`src/rtl/regfile_write_arbiter_if.sv`:
```
// regfile_write_arbiter_if: requester handshake plus register-file write port.
// master drives requests and flush; slave is the arbiter.
interface regfile_write_arbiter_if #(
    parameter int NUM_REQ    = 3,
    parameter int DATA_WIDTH = 32,
    parameter int ADDR_WIDTH = 5
);
    logic                             flush;
    logic [NUM_REQ-1:0]               req_valid;
    logic [NUM_REQ-1:0]               req_ready;
    logic [NUM_REQ*ADDR_WIDTH-1:0]    req_rd;
    logic [NUM_REQ*DATA_WIDTH-1:0]    req_data;
    logic                             RegWrite;
    logic [ADDR_WIDTH-1:0]            Rd;
    logic [DATA_WIDTH-1:0]            Write_data;
    logic [2:0]                       grant_id;
    logic [2**ADDR_WIDTH-1:0]         busy_mask;

    modport master (
        output flush, req_valid, req_rd, req_data,
        input  req_ready, RegWrite, Rd, Write_data, grant_id, busy_mask
    );
    modport slave (
        input  flush, req_valid, req_rd, req_data,
        output req_ready, RegWrite, Rd, Write_data, grant_id, busy_mask
    );
endinterface

```
`src/rtl/regfile_write_arbiter.sv`:
```
// regfile_write_arbiter: round-robin sharing of the register-file write port
// among NUM_REQ one-entry holding slots, with a per-register busy mask.
module regfile_write_arbiter #(
    parameter int NUM_REQ    = 3,
    parameter int DATA_WIDTH = 32,
    parameter int ADDR_WIDTH = 5
) (
    input logic clk,
    input logic reset,
    regfile_write_arbiter_if.slave bus
);
    localparam int REGS = 2**ADDR_WIDTH;

    logic [NUM_REQ-1:0]    hold_v, sel, ready, accept, conflict;
    logic [ADDR_WIDTH-1:0] hold_rd [NUM_REQ];
    logic [DATA_WIDTH-1:0] hold_data [NUM_REQ];
    logic [2:0]            rr_ptr, gnt, lo, hi;
    logic                  lo_v, hi_v;
    logic [ADDR_WIDTH-1:0] rd_o;
    logic [DATA_WIDTH-1:0] data_o;
    logic [REGS-1:0]       busy;

    // Cyclic scan: lowest held slot at or above rr_ptr, else wrap to the lowest held slot.
    always_comb begin
        lo_v = 1'b0;
        hi_v = 1'b0;
        lo = '0;
        hi = '0;
        for (int i = NUM_REQ - 1; i >= 0; i--) begin
            if (hold_v[i]) begin
                lo_v = 1'b1;
                lo = 3'(i);
            end
            if (hold_v[i] && 3'(i) >= rr_ptr) begin
                hi_v = 1'b1;
                hi = 3'(i);
            end
        end
    end

    assign gnt = hi_v ? hi : lo;

    // A slot still being granted counts as a conflict so same-register writes stay ordered.
    always_comb begin
        rd_o = '0;
        data_o = '0;
        busy = '0;
        sel = '0;
        ready = '0;
        accept = '0;
        conflict = '0;
        for (int i = 0; i < NUM_REQ; i++) begin
            for (int j = 0; j < NUM_REQ; j++)
                if (j != i && hold_v[j] && bus.req_rd[i*ADDR_WIDTH +: ADDR_WIDTH] != '0 &&
                    hold_rd[j] == bus.req_rd[i*ADDR_WIDTH +: ADDR_WIDTH])
                    conflict[i] = 1'b1;
            sel[i] = lo_v && gnt == 3'(i);
            if (sel[i]) begin
                rd_o = hold_rd[i];
                data_o = hold_data[i];
            end
            if (hold_v[i]) busy[hold_rd[i]] = 1'b1;
            ready[i] = !reset && !bus.flush && (!hold_v[i] || sel[i]) && !conflict[i];
            accept[i] = bus.req_valid[i] && ready[i];
        end
        busy[0] = 1'b0;
    end

    assign bus.req_ready  = ready;
    assign bus.RegWrite   = lo_v;
    assign bus.Rd         = rd_o;
    assign bus.Write_data = data_o;
    assign bus.grant_id   = gnt;
    assign bus.busy_mask  = busy;

    always_ff @(posedge clk) begin
        if (reset) begin
            hold_v <= '0;
            rr_ptr <= '0;
        end else begin
            if (lo_v) rr_ptr <= gnt == 3'(NUM_REQ - 1) ? 3'd0 : gnt + 3'd1;
            for (int i = 0; i < NUM_REQ; i++) begin
                if (bus.flush) begin
                    hold_v[i] <= 1'b0;
                end else if (accept[i]) begin
                    hold_v[i]    <= bus.req_rd[i*ADDR_WIDTH +: ADDR_WIDTH] != '0;
                    hold_rd[i]   <= bus.req_rd[i*ADDR_WIDTH +: ADDR_WIDTH];
                    hold_data[i] <= bus.req_data[i*DATA_WIDTH +: DATA_WIDTH];
                end else if (sel[i]) begin
                    hold_v[i] <= 1'b0;
                end
            end
        end
    end
endmodule
```
`src/flat_wrapper.sv`:
```
// flat-port wrapper written by rule: the top's interface ports become plain ports
module regfile_write_arbiter_flat 
#(
    parameter int NUM_REQ    = 3,
    parameter int DATA_WIDTH = 32,
    parameter int ADDR_WIDTH = 5
)
  (clk, reset, bus_flush, bus_req_valid, bus_req_rd, bus_req_data, bus_req_ready, bus_RegWrite, bus_Rd, bus_Write_data, bus_grant_id, bus_busy_mask);
  regfile_write_arbiter_if #(.NUM_REQ(NUM_REQ), .DATA_WIDTH(DATA_WIDTH), .ADDR_WIDTH(ADDR_WIDTH)) bus_i ();
  input logic clk;
  input logic reset;
  input wire logic [$bits(bus_i.flush)-1:0] bus_flush;
  input wire logic [$bits(bus_i.req_valid)-1:0] bus_req_valid;
  input wire logic [$bits(bus_i.req_rd)-1:0] bus_req_rd;
  input wire logic [$bits(bus_i.req_data)-1:0] bus_req_data;
  output wire logic [$bits(bus_i.req_ready)-1:0] bus_req_ready;
  output wire logic [$bits(bus_i.RegWrite)-1:0] bus_RegWrite;
  output wire logic [$bits(bus_i.Rd)-1:0] bus_Rd;
  output wire logic [$bits(bus_i.Write_data)-1:0] bus_Write_data;
  output wire logic [$bits(bus_i.grant_id)-1:0] bus_grant_id;
  output wire logic [$bits(bus_i.busy_mask)-1:0] bus_busy_mask;
  assign bus_i.flush = bus_flush;
  assign bus_i.req_valid = bus_req_valid;
  assign bus_i.req_rd = bus_req_rd;
  assign bus_i.req_data = bus_req_data;
  assign bus_req_ready = bus_i.req_ready;
  assign bus_RegWrite = bus_i.RegWrite;
  assign bus_Rd = bus_i.Rd;
  assign bus_Write_data = bus_i.Write_data;
  assign bus_grant_id = bus_i.grant_id;
  assign bus_busy_mask = bus_i.busy_mask;
  regfile_write_arbiter #(.NUM_REQ(NUM_REQ), .DATA_WIDTH(DATA_WIDTH), .ADDR_WIDTH(ADDR_WIDTH)) u_core (.clk(clk), .reset(reset), .bus(bus_i));
endmodule
```
`config.mk`:
```
export PLATFORM = sky130hd
export DESIGN_NAME = regfile_write_arbiter_flat
export DESIGN_NICKNAME = d
export VERILOG_FILES = /design/src/rtl/regfile_write_arbiter_if.sv /design/src/rtl/regfile_write_arbiter.sv /design/src/flat_wrapper.sv
export SDC_FILE = /design/constraint.sdc
export NUM_CORES = 1
export LEC_CHECK = 0
export CORE_AREA = 4 4 117 119
export DETAILED_ROUTE_END_ITERATION = 10
export DIE_AREA = 0 0 121 123
export GPL_TIMING_DRIVEN = 0
export PLACE_DENSITY = 0.85
export SYNTH_ARGS = -nofsm -noshare
export SYNTH_HDL_FRONTEND = slang
export SYNTH_SLANG_ARGS = --single-unit
```
`constraint.sdc`:
```
create_clock -name clk -period 5.6 [get_ports clk]
set_input_delay 1.12 -clock clk [delete_from_list [all_inputs] [get_ports clk]]
set_output_delay 1.12 -clock clk [all_outputs]
set_load 0.02 [all_outputs]
```
Yosys cells after proc, flatten, opt, wreduce, memory -nomap -nowiden
Memory sizes are Yosys's and may differ from the RTL's. Cells that the tools add are included.

Register bits: 6. Memory bits (writable): 111. Bits of input ports: 117. Output and inout port bits: 76. Word-level logic and storage cells: 129. Memories kept: 2.

Memory list: u_core.hold_data (depth 3, width 32, read ports 3, clocked after Yosys merged registers in 0, wr ports 3, RTL line regfile_write_arbiter.sv:16) `logic [DATA_WIDTH-1:0] hold_data [NUM_REQ];`; u_core.hold_rd (depth 3, width 5, read ports 3, clocked after Yosys merged registers in 0, wr ports 3, RTL line regfile_write_arbiter.sv:15) `logic [ADDR_WIDTH-1:0] hold_rd [NUM_REQ];`.

$add $sub $neg: 1. $lt $le $gt $ge: 9. Eq/ne operators: 8. Mux-type cells: 53. Bitwise gates (word level): 2. Reduce and logical (&&, ||, !) cells: 50.

Operators by type and width (number): $mux 32 (6); $or 32x32->32 (2); $mux 1 (33); $logic_and 1x1->1 (31); $eq 5x5->1 (6); $lt 5x6->1 const B (3); $demux 1 s5 (3); $ge 5x1->1 const B (3); $mux 3 (5); $mux 5 (3); $reduce_bool 5->1 (3); $logic_not 1->1 (8); $ge 1x3->1 const A (2); $mux 2 (3); $reduce_bool 2->1 (3); $add 3x1->3 const B (1); $eq 3x1->1 const B (1); $eq 3x2->1 const B (1); $ge 2x3->1 const A (1); $logic_not 3->1 (1); $logic_or 1x1->1 (3); $reduce_or 2->1 (1).

Longest topological paths before layout
Gate-level depths: netlist of run 1.

Word-level depth: 16. Gate-level depth with buffers: 8. Depth with buffers taken out: 6.

Worst setup path before layout of run 1
OpenSTA, ideal clock, no wires.

Path type: input to register. From: in bus_req_rd[10]. To: mem u_core.hold_data[2][0] (netlist: u_core.hold_data[0][64]) (enable). Setup time: 0.488 ns. Arrival: 4.776 ns. Required time: 5.112 ns. Setup slack: 0.336 ns. Stages: 4. Path buffers: 0. Path through: or4_1 nor2_1 and2b_1 a211oi_1.

RTL lines: start: declaration (RTL line flat_wrapper.sv:14) `input wire logic [$bits(bus_i.req_rd)-1:0] bus_req_rd;`; end: declaration (RTL line regfile_write_arbiter.sv:16).

Worst setup path in the final report of run 1
From: in bus_req_rd[10]. To: out bus_req_ready[2].

Word-level cells in the longest chain between the ends: 7. Elaborated cells on any way between the ends: 11. Classes of those cells: 2 x eq/ne; 2 x mux; 7 x reduce/logical.

RTL lines: $reduce_bool 5->1 (RTL line regfile_write_arbiter.sv:54) `if (j != i && hold_v[j] && bus.req_rd[i*ADDR_WIDTH +: ADDR_WIDTH] != '0 &&`; $logic_and 1x1->1 (2 in series) (RTL line regfile_write_arbiter.sv:54); $mux 1 (RTL line regfile_write_arbiter.sv:54); $mux 1 (*) (RTL line regfile_write_arbiter.sv:54); $logic_not 1->1 (*) (RTL line regfile_write_arbiter.sv:63) `ready[i] = !reset && !bus.flush && (!hold_v[i] || sel[i]) && !conflict[i];`; $logic_and 1x1->1 (*) (RTL line regfile_write_arbiter.sv:63); end: declaration (RTL line flat_wrapper.sv:16) `output wire logic [$bits(bus_i.req_ready)-1:0] bus_req_ready;`.

Every way passes the cells marked *; elsewhere a longest branch is shown, timed or not.

==> impl_metrics.toml, run 1 <==
[clock_network]
cts.sinks = 117
post_cts_resized = 0
clkTransAtPathRegs_ps = 50
cts_root_buffer = "clkbuf_16"
cts_setup_buffers = 0
cts_buffers = 17
htreeDepth = 4
cts_tree = "yes"
cts_hold_buffers = 0
clkLatencyLatePin_ps = 410
clock_path_buffers = 2

[critical_path]
start_kind = "input port"
worstPathMaxFanout = 4
critPathKind = "input port to primary output"
crit_path_end_kind = "primary output"
cp.arrival_ps = 3600
critPathRequiredTime_ps = 4480

[placed_design]
io_buffers = 190
dp_slack_ps = 866
place_congestion = 0.906
dpl.hpwl_mm = 13.9
place_area_um2 = 7950

[detailed_routing]
final_antenna_net_count = 0
vias = 5233
firstDrtPassIters = 8
post_drt_wl_per_cell_um = 20.5
vias_per_cell = 5.61
routed_wl_mm = 19.1
drtIter0Drc = 636
route.detailed.drc = 0

[floorplan]
core_um2 = 12600
row_count = 41
num_io_pins = 193
die_x_um = 121
dieArea_um2 = 14900
initial_core_util = 0.455
die_h_um = 123

[power_and_ir_drop]
p_leak_nw = 3.01
total_power_mw = 2.50
p_per_area_nw_per_um2 = 293
vdd_ir_drop_max_v = 0.000200

[global_route]
grt_pass1_wl_mm = 29.0
antenna_found_initial = 0
grt_util_all_layers = 0.258
grt_max_degree = 38
grt_pass1_vias = 5409
globalRoute.totalOverflow = 0

[synth]
synth_area_leaders = "edfxtp_1 58%, nand2_1 7.4%, xnor2_1 4.6%, a31oi_1 4.1%, a22oi_1 3.8%"
async_flop_share = 0
syn-instance-count = 534
ys_seq_elements = 117
yosysMostFrequentCell = "nand2_1"
netlist.area_leader.share = 0.583
netlist_area_um2 = 5710
synth-edff-count = 111
yosys_warnings = 0
synth_top_cell_by_area = "edfxtp_1"
synthTopCellsByCount = "113 x nand2_1, 111 x edfxtp_1, 46 x nor2_1"
ys_seq_area_frac = 0.604
ys.flop_type = "edfxtp_1"
synth.avg_cell_area_um2 = 10.7
ys_types = 39

[finish]
drive_above_1_share = 0.0802
nets = 865
area_delta_synth_final_pct = 49.4
seqCellArea_um2 = 3450
final_cell_area_um2 = 8530
n_fill_cell = 917
antenna_cells = 0
multi_input_area_um2 = 2060

[sta]
setup_viol = 0
final_hold_viol_count = 0
setup_ws_ps = 875
max_freq_mhz = 212
maxSlewViolCount = 0
skew_ps = 7.18
worst_slew_pin_slew_ps = 1100
period_minus_slack_ps = 4720
finalCritPeriodShare = 0.844
relSlewSlack = 0.267
rsz0062_at_grt = "false"

[min_path]
holdCritPathClass = "flop to flop"

[run_status]
status = "completed"

[flow_run]
maxCapViolations = 0
cells by family after synthesis:
kind of cell    after synthesis  synth area share
xor+xnor                     30            0.0460
simple gates                247             0.200
buf+inv                      52            0.0401
other cells                   1          0.000656
compound gates               87             0.109
flops                       117             0.604
path summary, 6_finish.rpt:
kind                                            to  slack, ps                          start  cells after the start
setup reg to reg  u_core.hold_data[0][0]$_DFFE_PP_       2780  u_core.hold_v[0]$_SDFFE_PP0P_                      6
hold / removal       u_core.rr_ptr[1]$_SDFFE_PP0N_        500  u_core.rr_ptr[1]$_SDFFE_PP0N_                      2
setup / recovery                  bus_req_ready[2]        880                 bus_req_rd[10]                      6
hold reg to reg      u_core.rr_ptr[1]$_SDFFE_PP0N_        500  u_core.rr_ptr[1]$_SDFFE_PP0N_                      2
critical path, stage by stage:
cell,delay [ps]
clkdlybuf4s50_1,500
or4_1,550
nor2_1,200
and2b_1,270
a2111oi_4,320
clkdlybuf4s50_1,650
metal layers:
metal	GRT usage	share of wire
met1	0.311	0.38
met2	0.441	0.50
met3	0.0636	0.088
met4	0.110	0.028
met5	0	0
power by group:
part | switching (mW) | leakage (nW) | internal (mW)
logic | 0.216 | 1.67 | 0.198
registers | 0.00973 | 1.07 | 0.990
clock network | 0.387 | 0.279 | 0.697
total | 0.612 | 3.01 | 1.89
cell usage in the layout (no fill, tap or decap), drive strengths merged, types with 14 or more instances in the layout:
master	Yosys	routed
a22oi	29	29
a31oi	37	37
buf	20	24
clkbuf	26	45
clkdlybuf4s50	0	190
edfxtp	111	111
nand2	113	113
nand3	39	39
nor2	47	47
nor3b	14	14
xnor2	30	30
sequential cells by signal, indices dropped and copies added, names as in the netlist:
register	flops
u_core.hold_data	96
u_core.hold_rd	15
u_core.hold_v	3
u_core.rr_ptr	3
metrics by stage:
| step | util | hold WS (ps) | TNS (ps) | std cells |
|---|---|---|---|---|
| finish | 0.679 | 496 | 0 | 933 |
| global placement | 0.623 | 465 | -126080 | 897 |
| detailed placement | 0.632 | 485 | 0 | 901 |
| CTS | 0.679 | 493 | 0 | 933 |
| floorplan | - | 449 | 0 | 535 |
| global route | 0.679 | 523 | 0 | 933 |
final cells by class:
class | count | area share
Inverter | 6 | 0.00264
Sequential cell | 117 | 0.405
Multi-Input combinational cell | 366 | 0.241
Timing Repair Buffer | 194 | 0.233
Buffer | 46 | 0.0242
Tap cell | 172 | 0.0252
Clock buffer | 19 | 0.0507
Clock inverter | 13 | 0.0183
No activity file was read; power rests on OpenSTA's default activity.
==> run 2, diff against run 1 <==
==> constraint.sdc (replaced) <==
create_clock -name clk -period 4.67 [get_ports clk]
set_input_delay 0.934 -clock clk [delete_from_list [all_inputs] [get_ports clk]]
set_output_delay 0.934 -clock clk [all_outputs]
set_load 0.02 [all_outputs]
==> run 2 against run 1 <==
Critical path depth unchanged. First-iteration DRC count is 22% higher. Clock-buffer cell count fell by 2. Sequential share of layout area grew 0.083 points. Die area did not move. Clock power increased by 21%. Flip-flop and latch count did not move. Register-to-register slack got worse by 880 ps. Critical path type unchanged.
==> impl_metrics.toml, run 2 (synthesis results as in run 1) <==
[run_status]
status = "completed"

[critical_path]
cp_top_family = "buffers and inverters"
cpPeakStageDelay_ps = 700
worstPathMaxFanout = 4
start_kind = "input port"
crit_path_end_kind = "primary output"
critPathRequiredTime_ps = 3740
crit_chain = "clkdlybuf4s50_1 -> or4_1 -> nor2_2 -> nor2b_1 -> a2111oi_0 -> clkdlybuf4s50_1"
cp.arrival_ps = 3450
critPathKind = "input port to primary output"
crit_top_cell = "clkdlybuf4s50_1"
crit_buf_inv = 2
cp_slowest_cell = "clkdlybuf4s50_1"

[detailed_routing]
routed_wl_mm = 19.3
firstDrtPassIters = 5
post_drt_wl_per_cell_um = 20.6
route.detailed.drc = 0
final_antenna_net_count = 0
vias_per_cell = 5.69
vias = 5310
drtIter0Drc = 773

[sta]
rsz0062_at_grt = "false"
maxSlewViolCount = 0
max_freq_mhz = 228
fin_tns_setup_ps = 0
final_hold_viol_count = 0
worst_slew_pin_slew_ps = 1040
setup_ws_ps = 286
period_minus_slack_ps = 4380
relSlewSlack = 0.302
skew_ps = 13.1
setup_viol = 0
finalCritPeriodShare = 0.939

[clock_network]
cts_hold_buffers = 0
clock_path_buffers = 2
cts_setup_buffers = 0
post_cts_resized = 0
cts_tree = "yes"
cts.sinks = 117
cts_root_buffer = "clkbuf_16"
clkTransAtPathRegs_ps = 50
clkLatencyLatePin_ps = 410
cts_buffers = 17
htreeDepth = 4

[finish]
nets = 865
n_fill_cell = 927
antenna_cells = 0
fin_util = 0.678
area_delta_synth_final_pct = 49.1
reg.largest.list = "u_core.hold_data: 96 flops, u_core.hold_rd: 15 flops"
mostFrequentLayoutCells = "190 x clkdlybuf4s50_1, 113 x nand2_1, 111 x edfxtp_1, 46 x nor2_1, 39 x nand3_1"
top_register = "u_core.hold_data"
largest_register_ffs = 96
drive_above_1_share = 0.0854
final_common_cell = "clkdlybuf4s50_1"
finalNonFillerCells = 933

[floorplan]
core_um2 = 12600
die_h_um = 123
row_count = 41
die_x_um = 121
num_io_pins = 193
dieArea_um2 = 14900
initial_core_util = 0.455

[global_route]
grt_max_degree = 38
globalRoute.totalOverflow = 0
grt_util_all_layers = 0.258
grt_pass1_wl_mm = 29.2
grt_pass1_vias = 5398
antenna_found_initial = 0

[power_and_ir_drop]
vdd_ir_drop_max_v = 0.000327
total_power_mw = 3.00
p_leak_nw = 3.01
p_per_area_nw_per_um2 = 353

[min_path]
holdCritPathClass = "flop to flop"

[placed_design]
dp_cells = 901
place_congestion = 0.928
dpl.hpwl_mm = 13.7
io_buffers = 190
dp_slack_ps = 348

[flow_run]
maxCapViolations = 0
[run 2: cell types whose count changed in the layout (fill, tap and decap cells not counted)]
cell        before  now
inv_8            0    3
buf_16           2    0
buf_8            2    4
clkbuf_1        27   25
clkinv_1         2    0
inv_6            2    4
bufinv_16        3    2
clkinv_4         1    2
clkinvlp_4       3    2
[run 2: area by class of cell]
type	count	area, um^2	share of cell area
clock inverter	15	171	0.0201
buffer	46	206	0.0242
multi-input combinational	366	2060	0.242
sequential	117	3450	0.405
inverter	6	22.5	0.00264
timing repair buffer	194	1960	0.230
tap	172	215	0.0253
clock buffer	17	425	0.0499
[run 2: final timing paths]
| check | slack, ps | depth (start not counted) | start | to |
|---|---|---|---|---|
| worst max-delay path | 290 | 6 | bus_req_rd[6] | bus_req_ready[1] |
| worst min-delay path | 480 | 2 | u_core.rr_ptr[1]$_SDFFE_PP0N_ | u_core.rr_ptr[1]$_SDFFE_PP0N_ |
| worst max register to register | 1900 | 6 | u_core.hold_v[0]$_SDFFE_PP0P_ | u_core.hold_data[0][28]$_DFFE_PP_ |
| worst min register to register | 480 | 2 | u_core.rr_ptr[1]$_SDFFE_PP0N_ | u_core.rr_ptr[1]$_SDFFE_PP0N_ |
[run 2: power breakdown]
group	total [mW]	internal [mW]	switching, mW
combinational	0.495	0.236	0.260
clock	1.31	0.802	0.508
sequential	1.20	1.19	0.0120
total	3.00	2.22	0.780
[run 2: worst reg2reg max path, stage by stage, from the launching register on]
cell,delay (ps)
dfxtp_1,320
clkbuf_1,380
nor2_1,110
o21ai_2,310
inv_1,160
o21ai_1,180
and4_2,930
[run 2: per-layer routing]
layer	wire [um]	GRT usage	vias up
met5	0	0	-
li1	-	-	2381
met3	2160	0.0842	45
met2	9400	0.434	386
met1	7250	0.311	2498
met4	458	0.0956	0
[run 2: per-stage QoR]
step	hold slack, ps	cell area, um^2
after floorplan	449	5730
after global placement	465	7840
after detailed placement	470	7920
after CTS	479	8520
after global routing	509	8520
final	481	8520
==> run 3, diff against run 2 <==
--- a/config.mk
+++ b/config.mk
@@ -5,9 +5,9 @@
 export SDC_FILE = /design/constraint.sdc
 export NUM_CORES = 1
 export LEC_CHECK = 0
-export CORE_AREA = 4 4 117 119
+export CORE_AREA = 3 3 116 118
 export DETAILED_ROUTE_END_ITERATION = 10
-export DIE_AREA = 0 0 121 123
+export DIE_AREA = 0 0 119 121
 export GPL_TIMING_DRIVEN = 0
 export PLACE_DENSITY = 0.85
 export SYNTH_ARGS = -nofsm -noshare
==> run 3 against run 2 <==
Cell count unchanged. Hold slack better by 22 ps. Sequential share of layout area down 0.083 points. Clock skew down 7.1 ps. Clock power about the same. Fmax down 0.64%. Clock-buffer cell count up 1. Setup slack worse by 28 ps.
==> impl_metrics.toml, run 3 (synthesis results as in run 1) <==
[run_status]
status = "completed"

[finish]
mostFrequentLayoutCells = "190 x clkdlybuf4s50_1, 113 x nand2_1, 111 x edfxtp_1, 46 x nor2_1, 39 x nand3_1"
antenna_cells = 0
nets = 865
top_register = "u_core.hold_data"
area_delta_synth_final_pct = 49.4
final_common_cell = "clkdlybuf4s50_1"
largest_register_ffs = 96
fin_util = 0.679
reg.largest.list = "u_core.hold_data: 96 flops, u_core.hold_rd: 15 flops"
drive_above_1_share = 0.0815

[sta]
rsz0062_at_grt = "false"
finalCritPeriodShare = 0.945
hold_ws_ps = 503
max_freq_mhz = 227
period_minus_slack_ps = 4410
worst_slew_pin_slew_ps = 1070
setup_viol = 0
maxSlewViolCount = 0
relSlewSlack = 0.282
final_hold_viol_count = 0
skew_ps = 6.02

[critical_path]
critPathRequiredTime_ps = 3740
crit_top_cell = "clkdlybuf4s50_1"
worstPathMaxFanout = 4
start_kind = "input port"
crit_chain = "clkdlybuf4s50_1 -> or4_1 -> nor2_1 -> and2b_1 -> a2111oi_4 -> clkdlybuf4s50_1"
critPathKind = "input port to primary output"
cp_slowest_cell = "clkdlybuf4s50_1"
cpPeakStageDelay_ps = 670
crit_path_end_kind = "primary output"
cp.arrival_ps = 3480

[clock_network]
cts_hold_buffers = 0
cts_root_buffer = "clkbuf_16"
cts_setup_buffers = 0
htreeDepth = 4
cts_buffers = 17
clock_path_buffers = 2
cts_tree = "yes"
cts.sinks = 117
clkLatencyLatePin_ps = 400
clkTransAtPathRegs_ps = 50
post_cts_resized = 0

[floorplan]
die_x_um = 119
row_count = 41
dieArea_um2 = 14400
initial_core_util = 0.455
die_h_um = 121
core_um2 = 12600
num_io_pins = 193

[placed_design]
io_buffers = 190
place_congestion = 0.891
dpl.hpwl_mm = 13.8

[global_route]
antenna_found_initial = 1
grt_pass1_vias = 5454
globalRoute.totalOverflow = 0
grt_pass1_wl_mm = 29.0
grt_util_all_layers = 0.260
grt_max_degree = 38

[power_and_ir_drop]
total_power_mw = 3.04
p_per_area_nw_per_um2 = 356
p_leak_nw = 3.01
vdd_ir_drop_max_v = 0.000385

[detailed_routing]
post_drt_wl_per_cell_um = 20.3
route.detailed.drc = 0
final_antenna_net_count = 0
firstDrtPassIters = 6
drtIter0Drc = 648
vias = 5267
routed_wl_mm = 18.9
vias_per_cell = 5.65

[flow_run]
maxCapViolations = 0

[min_path]
holdCritPathClass = "flop to flop"
==> run 3: cell types whose count changed in the layout (fill, tap and decap cells not counted) <==
cell	previous run	this run
clkbuf_1	25	26
bufinv_16	2	4
inv_8	3	0
clkinvlp_4	2	4
inv_6	4	0
clkinv_1	0	2
==> run 3: metal layers <==
metal	track usage	share of wire	vias up
met5	0	0.00069	-
met4	0.0920	0.026	2
met3	0.0839	0.11	43
met2	0.446	0.49	374
met1	0.308	0.38	2472
li1	-	-	2376
==> run 3: per-stage QoR <==
stage	cells	worst slack, ps	setup TNS [ps]	cell area (um^2)
6_report	933	258	0	8530
5_1_grt	933	146	0	8530
4_1_cts	933	230	0	8530
3_5_place_dp	901	284	0	7920
3_3_place_gp	897	-530	-34820	7840
2_1_floorplan	535	872	0	5730
==> run 3: worst paths after layout <==
check,startpoint,to,slack [ps],cells after the start
max,bus_req_rd[10],bus_req_ready[2],260,6
max reg2reg,u_core.hold_v[0]$_SDFFE_PP0P_,u_core.hold_data[0][26]$_DFFE_PP_,1930,6
min reg2reg,u_core.rr_ptr[1]$_SDFFE_PP0N_,u_core.rr_ptr[1]$_SDFFE_PP0N_,500,2
min,u_core.rr_ptr[1]$_SDFFE_PP0N_,u_core.rr_ptr[1]$_SDFFE_PP0N_,500,2
==> run 3: area by class of cell <==
type                            count  area [um^2]
Fill cell                         898         4030
Sequential cell                   117         3450
Multi-Input combinational cell    366         2060
Timing Repair Buffer              194         1960
Clock buffer                       18          429
Tap cell                          172          215
Buffer                             46          206
Clock inverter                     14          185
Inverter                            6         22.5
==> run 3: where the power goes <==
| group | switching [mW] | leakage [nW] | total, mW | internal (mW) |
|---|---|---|---|---|
| sequential | 0.0119 | 1.07 | 1.20 | 1.19 |
| combinational | 0.260 | 1.66 | 0.496 | 0.235 |
| clock | 0.458 | 0.287 | 1.34 | 0.887 |
==> run 3: worst max-delay path: cells and delay by family <==
family                 cells  cell delay, ps
buffers and inverters      2            1180
AOI/OAI and AO/OA          1             340
and+or+nand+nor            3            1020
